===== src/rtl/ifetch_buf.sv =====
// Instruction fetch buffer: issues PC reads, tracks outstanding responses, queues
// returned instructions in order for decode, and absorbs stale responses after a flush.
module ifetch_buf #(
   parameter int DEPTH = 2
) (
   input  logic        clk,
   input  logic        rst,
   input  logic [31:0] pc_i,
   input  logic        flush_i,
   output logic        hold_o,
   output logic        ibus_req_o,
   output logic [31:0] ibus_addr_o,
   input  logic        ibus_gnt_i,
   input  logic        ibus_rvalid_i,
   input  logic [31:0] ibus_rdata_i,
   output logic        inst_valid_o,
   output logic [31:0] inst_o,
   output logic [31:0] inst_addr_o,
   input  logic        inst_ready_i
);
   localparam int PW = $clog2(DEPTH);
   localparam int CW = PW + 1;
   localparam logic [31:0] NOP = 32'h0000_0013;

   logic [31:0]      addr_q [DEPTH];
   logic [31:0]      data_q [DEPTH];
   logic [DEPTH-1:0] filled_q;
   logic [PW-1:0]    head_q, fill_q, tail_q;
   logic [CW-1:0]    count_q, drop_q;

   logic          pop, grant, credit, rsp_drop, rsp_fill;
   logic [CW-1:0] nfilled, unfilled;
   logic [CW:0]   occ;

   always_comb begin
      nfilled = '0;
      for (int i = 0; i < DEPTH; i++)
         nfilled = nfilled + {{(CW-1){1'b0}}, filled_q[i]};
   end

   // Allocated entries still waiting for their response.
   assign unfilled = count_q - nfilled;

   assign occ    = {1'b0, count_q} + {1'b0, drop_q} - {{CW{1'b0}}, pop};
   assign credit = occ < (CW+1)'(DEPTH);

   assign inst_valid_o = filled_q[head_q] & ~flush_i & ~rst;
   assign pop          = inst_valid_o & inst_ready_i;
   assign ibus_req_o   = credit & ~flush_i & ~rst;
   assign grant        = ibus_req_o & ibus_gnt_i;
   assign hold_o       = ~grant;
   assign ibus_addr_o  = pc_i;
   assign inst_o       = inst_valid_o ? data_q[head_q] : NOP;
   assign inst_addr_o  = inst_valid_o ? addr_q[head_q] : 32'h0;

   assign rsp_drop = ibus_rvalid_i & (drop_q != '0);
   assign rsp_fill = ibus_rvalid_i & (drop_q == '0);

   // Control state: pointers, occupancy, filled flags
   always_ff @(posedge clk) begin
      if (rst || flush_i) begin
         head_q   <= '0;
         fill_q   <= '0;
         tail_q   <= '0;
         count_q  <= '0;
         filled_q <= '0;
      end else begin
         if (grant)
            tail_q <= tail_q + 1'b1;
         if (rsp_fill)
            fill_q <= fill_q + 1'b1;
         if (pop)
            head_q <= head_q + 1'b1;
         count_q <= count_q + {{(CW-1){1'b0}}, grant} - {{(CW-1){1'b0}}, pop};
         for (int i = 0; i < DEPTH; i++) begin
            if (rsp_fill && fill_q == PW'(i))
               filled_q[i] <= 1'b1;
            else if (pop && head_q == PW'(i))
               filled_q[i] <= 1'b0;
         end
      end
   end

   // On flush every outstanding read becomes owed-and-discarded, less any response consumed now.
   always_ff @(posedge clk) begin
      if (rst)
         drop_q <= '0;
      else if (flush_i)
         drop_q <= drop_q + unfilled - {{(CW-1){1'b0}}, ibus_rvalid_i};
      else if (rsp_drop)
         drop_q <= drop_q - 1'b1;
   end

   // Queue payload
   always_ff @(posedge clk) begin
      if (grant)
         addr_q[tail_q] <= pc_i;
      if (rsp_fill)
         data_q[fill_q] <= ibus_rdata_i;
   end

   a_rsp_owed: assert property (@(posedge clk) disable iff (rst)
      !(rsp_fill && unfilled == '0));

   a_occupancy: assert property (@(posedge clk) disable iff (rst)
      ({1'b0, count_q} + {1'b0, drop_q}) <= (CW+1)'(DEPTH));

endmodule

===== config.mk =====
export PLATFORM = sky130hd
export DESIGN_NAME = ifetch_buf
export DESIGN_NICKNAME = d
export VERILOG_FILES = /design/src/rtl/ifetch_buf.sv
export SDC_FILE = /design/constraint.sdc
export NUM_CORES = 1
export LEC_CHECK = 0
export CORE_AREA = 4 4 125 127
export CTS_CLUSTER_DIAMETER = 40
export DETAILED_ROUTE_END_ITERATION = 10
export DIE_AREA = 0 0 129 131
export PLACE_DENSITY = 0.68
export SYNTH_ARGS = -nofsm -noshare
export SYNTH_HDL_FRONTEND = slang
export SYNTH_SLANG_ARGS = --single-unit

===== constraint.sdc =====
create_clock -name clk -period 4.7 [get_ports clk]
set_input_delay 0.94 -clock clk [delete_from_list [all_inputs] [get_ports clk]]
set_output_delay 0.94 -clock clk [all_outputs]
set_load 0.01 [all_outputs]

# Yosys cells after proc, flatten, opt, wreduce, memory -nomap -nowiden
# Memory sizes are Yosys's and may differ from the RTL's. A register that Yosys moved wholly into a read port is not among the register bits.
# Cells that the tools add are included.
word_totals:
  output_inout_bits: 99
  input_bits: 70
  ram_bits: 128
  n_memories: 2
  latchBits: 0
  register_bits: 9
  romBits: 0
memory_table:
  columns: ["name", "words", "width", "rd", "rd_ports_with_merged_regs", "wr", "line", "text"]
  rows:
  - ["addr_q", 2, 32, 1, 1, 1, "25", "logic [31:0] addr_q [DEPTH];"]
  - ["data_q", 2, 32, 1, 1, 1, "26", "logic [31:0] data_q [DEPTH];"]
classes:
  bitwise_logic: 13
  eq_ne: 0
  multipliers: 0
  n_mux: 18
  div_mod_pow: 0
  add_sub_neg: 12
  order_cmp: 2
  shifts: 0
  n_reduce_logical: 10
ops:
  columns: ["operator", "count"]
  rows:
  - ["32-bit 2-to-1 mux", 2]
  - ["1-bit 2-to-1 mux", 14]
  - ["1-bit AND", 8]
  - ["2-bit nonzero test", 4]
  - ["1-bit NOT", 5]
  - ["1-bit logical AND", 4]
  - ["2-bit 2-to-1 mux", 2]
  - ["2-bit by 1-bit subtractor with 2-bit output", 2]
  - ["1-bit adder (second input constant)", 3]
  - ["2-bit by 2-bit adder with 3-bit output", 1]
  - ["3-bit by 2-bit < comparator with 1-bit output (second input constant)", 1]
  - ["3-bit by 1-bit subtractor with 3-bit output", 1]
  - ["1-bit by 1-bit adder with 2-bit output", 1]
  - ["2-bit by 1-bit adder with 2-bit output", 1]
  - ["2-bit adder", 1]
  - ["2-bit logical NOT", 1]
  - ["1-bit by 2-bit < comparator with 1-bit output (second input constant)", 1]
  - ["2-bit by 1-bit subtractor with 2-bit output (second input constant)", 1]
  - ["2-bit subtractor", 1]
  - ["1-bit logical OR", 1]

# Logic depth before layout (Yosys ltp)
logic_depth:
  word_depth: 12
  mapped_depth: 12

# Worst setup path before layout
# No wires, ideal clock.
synth_timing:
  path_kind: "input port to flip-flop"
  start: "input flush_i"
  end: "memory addr_q[0][0], enable pin"
  path_buffers: 0
  setup_time_ps: 421
  cell_stages: 8
  t_required_ps: 4279
  setup_slack_ps: 432
  arrival_ps: 3847
  path_cell_list: "nor3b_1 -> nand2_1 -> nor2_1 -> o21ai_0 -> fa_1 -> xor2_1 -> nand4_4 -> nor2_1"
synth_between:
  elab_chain_cells: 11
synth_rtl:
  columns: ["item", "line", "text"]
  rows:
  - ["from (decl)", "9", "input logic flush_i,"]
  - ["1-bit NOT (*)", "47, 49", null]
  - ["1-bit AND (2 in series)", "47", "assign inst_valid_o = filled_q[head_q] & ~flush_i & ~rst;"]
  - ["1-bit AND", "48", "assign pop = inst_valid_o & inst_ready_i;"]
  - ["3-bit by 1-bit subtractor with 3-bit output", "44", "assign occ = {1'b0, count_q} + {1'b0, drop_q} - {{CW{1'b0}}, pop};"]
  - ["3-bit by 2-bit < comparator with 1-bit output", "45", "assign credit = occ < (CW+1)'(DEPTH);"]
  - ["1-bit AND (*) (2 in series)", "49", "assign ibus_req_o = credit & ~flush_i & ~rst;"]
  - ["1-bit AND (*)", "50", "assign grant = ibus_req_o & ibus_gnt_i;"]
  - ["1-bit 2-to-1 mux (*)", "96", "if (grant)"]
  - ["1-bit 2-to-1 mux (implied by the code) (*)", "97", "addr_q[tail_q] <= pc_i;"]
  - ["to (decl)", "25", null]
# Every way passes the cells marked *; elsewhere a longest branch is shown, timed or not.

# Final worst setup path
layout_timing:
  start: "input inst_ready_i"
  end: "output hold_o"
layout_between:
  elab_chain_cells: 7
layout_rtl:
  columns: ["item", "line", "text"]
  rows:
  - ["from (decl)", "19", "input logic inst_ready_i"]
  - ["1-bit AND", "48", null]
  - ["3-bit by 1-bit subtractor with 3-bit output", "44", null]
  - ["3-bit by 2-bit < comparator with 1-bit output", "45", null]
  - ["1-bit AND (2 in series)", "49", null]
  - ["1-bit AND", "50", null]
  - ["1-bit NOT", "51", "assign hold_o = ~grant;"]
  - ["to (decl)", "10", "output logic hold_o,"]
# Every way passes these cells.

==> out/qor.csv <==
metric;value;unit
Max Cap Viol;0;
Initial Util;39.6;%
clk root buf;clkbuf_16;
antenna violations before repair;0;
DR iter-0 viols;113;
area grow syn2layout;39.6;%
WL/cell;16.3;um
min Tclk post-route;4.45;ns
CP cell instances;clkdlybuf4s50_1 -> nor3b_1 -> nand2_1 -> nor2_1 -> o21ai_0 -> fa_1 -> xor2_1 -> buf_4 -> nand4_4 -> clkdlybuf4s50_1;
via count;3366;
setup TNS;0;ns
total core area;14400;um2
worst skew pair latency;0.41;ns
CP Max Fanout;3;
post-route clock skew;0.00631;ns
num rows;44;
first-pass GRT wire length;18000;um
CTS tree;done;
hold path start;fill_q;
fill count;1162;
Clock Sinks;138;
CP top delay family;buffers and inverters;
top-level I/O count;169;
final worst slack;0.248;ns
most frequent CP cell;clkdlybuf4s50_1;
Slew @ Worst Pin;0.987;ns
Finished Layout Cells;720;
hold_buf cts;0;
register area;4050;um2
Setup crit start;inst_ready_i;
Setup Buffers After CTS;0;
Slew Viols, Final;0;
post-DR vias/cell;4.68;
Die Y;131;um
clock network power share;41.9;%
Pint;2350;uW
crit path kind;input port to output port;
DP Wirelength;7930;um
Post-Synthesis Cells;373;
Routed WL;11700;um
Slowest cell on crit path;clkdlybuf4s50_1;
post-cts resize count;0;
nature of the critical path startpoint;input port;
library cells used by synthesis;29;
Fmax achieved;225;MHz
clk buf depth;2;
Critical Path Sink Type;output port;
Pre-antenna DRT Iters;4;
Routability Congestion;0.758;
Worst Hold Class;register to register;
Critical Path Max Stage Delay;0.54;ns
PortBufs;168;
WP data required;3.76;ns
GRT overflow;0;
placed cell count;689;
Psw;641;uW
pre-CTS WS;0.245;ns
crit path DAT;3.51;ns
Multi-input gate area;1340;um2
flip-flop and latch count after synthesis;138;
share of layout cells above drive strength 1;8.96;%
leakage;0.00261;uW
RSZ-0062 raised after global routing;no;
Inserted Clock Buffers;17;
# setup viols final;0;
part of the Yosys area used for sequential elements;70.9;%
final hold violations;0;
outcome;finished, final reports clean;
sequential share of power;48.2;%
nets;602;
final worst path period share;94.7;%
Max-slew headroom;34.2;%
reg2reg start;head_q;
Util after Layout;55.2;%
vias in the first global route;3634;
pin count of the biggest net entering global routing;63;
Post-Syn Area;5710;um2
H-tree Lvls;4;
die area;16900;um2
overall power;2990;uW
n_diodes;0;
DRC;0;
gr usage total;14.2;%
power per cell area;375;nW/um2
switching part of the total;21.4;%
Worst-path clk slew;0.05;ns
worst vdd ir;0.173;mV
yosys warns;0;
Critical path buffers and inverters;3;
Synth Net Count;451;
die width;129;um
combinational power share;9.9;%
Post-Syn Area per Cell;15.3;um2
remaining antenna violation count after routing;0;
-- state kept, by name (all words and copies together), names as in the netlist, named ones only --
register and flops:
fill_q 1, drop_q 2, data_q 64, tail_q 1, addr_q 64, count_q 2, filled_q 2, head_q 1
-- metrics by stage --
stage	hold WS [ns]	area (um2)
after floorplan	0.440	5710
after global placement	0.451	7400
after detailed placement	0.463	7400
after CTS	0.468	7960
after global routing	0.504	7960
final	0.467	7960
-- layout make-up --
type                       count  area share [%]
clock inverter                12            1.60
sequential                   138            50.8
clock buffer                  19            5.44
inverter                       8           0.377
timing repair buffer         178            22.1
tap                          184            2.89
multi-input combinational    181            16.8
-- power groups by stage --
| stage | clock (uW) | combinational [uW] | sequential (uW) |
|---|---|---|---|
| floorplan | 0 | 154 | 1460 |
| global placement | 0 | 294 | 1460 |
| detailed placement | 0 | 300 | 1470 |
| CTS | 1290 | 302 | 1440 |
| global route | 1340 | 325 | 1450 |
| finish | 1250 | 296 | 1440 |
-- worst paths after layout --
check	to	slack, ns	cells past startpoint
worst max register to register	count_q[1]	1.65	14
worst min-delay path	fill_q	0.47	2
worst min register to register	fill_q	0.47	2
worst max-delay path	hold_o	0.25	10
-- cell usage in the layout, fill, tap and decap left out, types with 2 or more instances in the layout --
cell type	n
a211oi_1	2
xor2_1	3
mux2i_1	65
dfxtp_1	9
fa_1	3
xnor2_1	7
o21ai_0	2
clkbuf_1	2
inv_1	7
nor2_1	68
ha_1	5
clkinv_2	3
bufinv_16	2
a21oi_1	4
edfxtp_1	128
clkinv_4	3
nand2_1	7
clkbuf_16	17
nor2_4	3
clkinvlp_4	3
and3_1	2
buf_4	10
clkdlybuf4s50_1	168
-- worst register-to-register path, stage by stage, from the launching register on --
cell      delay, ns
dfxtp_1        0.39
mux2_4         0.21
nand2_1        0.11
nor2_1         0.19
o21ai_0        0.14
fa_1           0.39
xor2_1         0.19
buf_4          0.15
nand4_4        0.11
buf_4          0.19
xor2_1         0.15
ha_1           0.19
xnor2_1        0.23
a311oi_2       0.08
a41o_1         0.21
-- Yosys cell counts --
master | n | area share [%]
a211oi_1 | 2 | 0.26
a21oi_1 | 4 | 0.35
a311oi_2 | 1 | 0.26
a41o_1 | 1 | 0.18
and2_1 | 1 | 0.11
and3_1 | 2 | 0.22
buf_2 | 13 | 1.1
buf_4 | 32 | 4.2
clkbuf_1 | 1 | 0.066
dfxtp_1 | 10 | 3.5
edfxtp_1 | 128 | 67
fa_1 | 3 | 1.1
ha_1 | 5 | 1.1
inv_1 | 7 | 0.46
inv_2 | 1 | 0.066
mux2_4 | 1 | 0.26
mux2i_1 | 65 | 11
nand2_1 | 7 | 0.46
nand2_4 | 1 | 0.20
nand2b_1 | 1 | 0.11
nand4_4 | 1 | 0.37
nor2_1 | 70 | 4.6
nor2_4 | 1 | 0.20
nor3b_1 | 1 | 0.13
o21ai_0 | 2 | 0.18
or2_1 | 1 | 0.11
or2_2 | 1 | 0.11
xnor2_1 | 7 | 1.1
xor2_1 | 3 | 0.46
-- per-layer routing --
layer,wire length [um],vias to the layer above,GRT usage [%],part of all wire [%]
met2,5640,138,23.6,48
met4,219,0,6.49,1.9
met3,1000,19,5.81,8.6
met5,0,-,0,0
met1,4850,1596,16.1,41
li1,-,1613,-,-
-- logic make-up (layout without fill, tap and decap cells) --
logic type	after synthesis	count (layout)	synth area share, %
fa+ha+maj	8	8	2.15
mux	66	66	11.7
buf+inv	54	217	5.94
flops	138	138	70.9
simple gates	87	87	6.62
xor+xnor	10	10	1.53
compound gates	10	10	1.23
(Power assumes the default switching activity.)
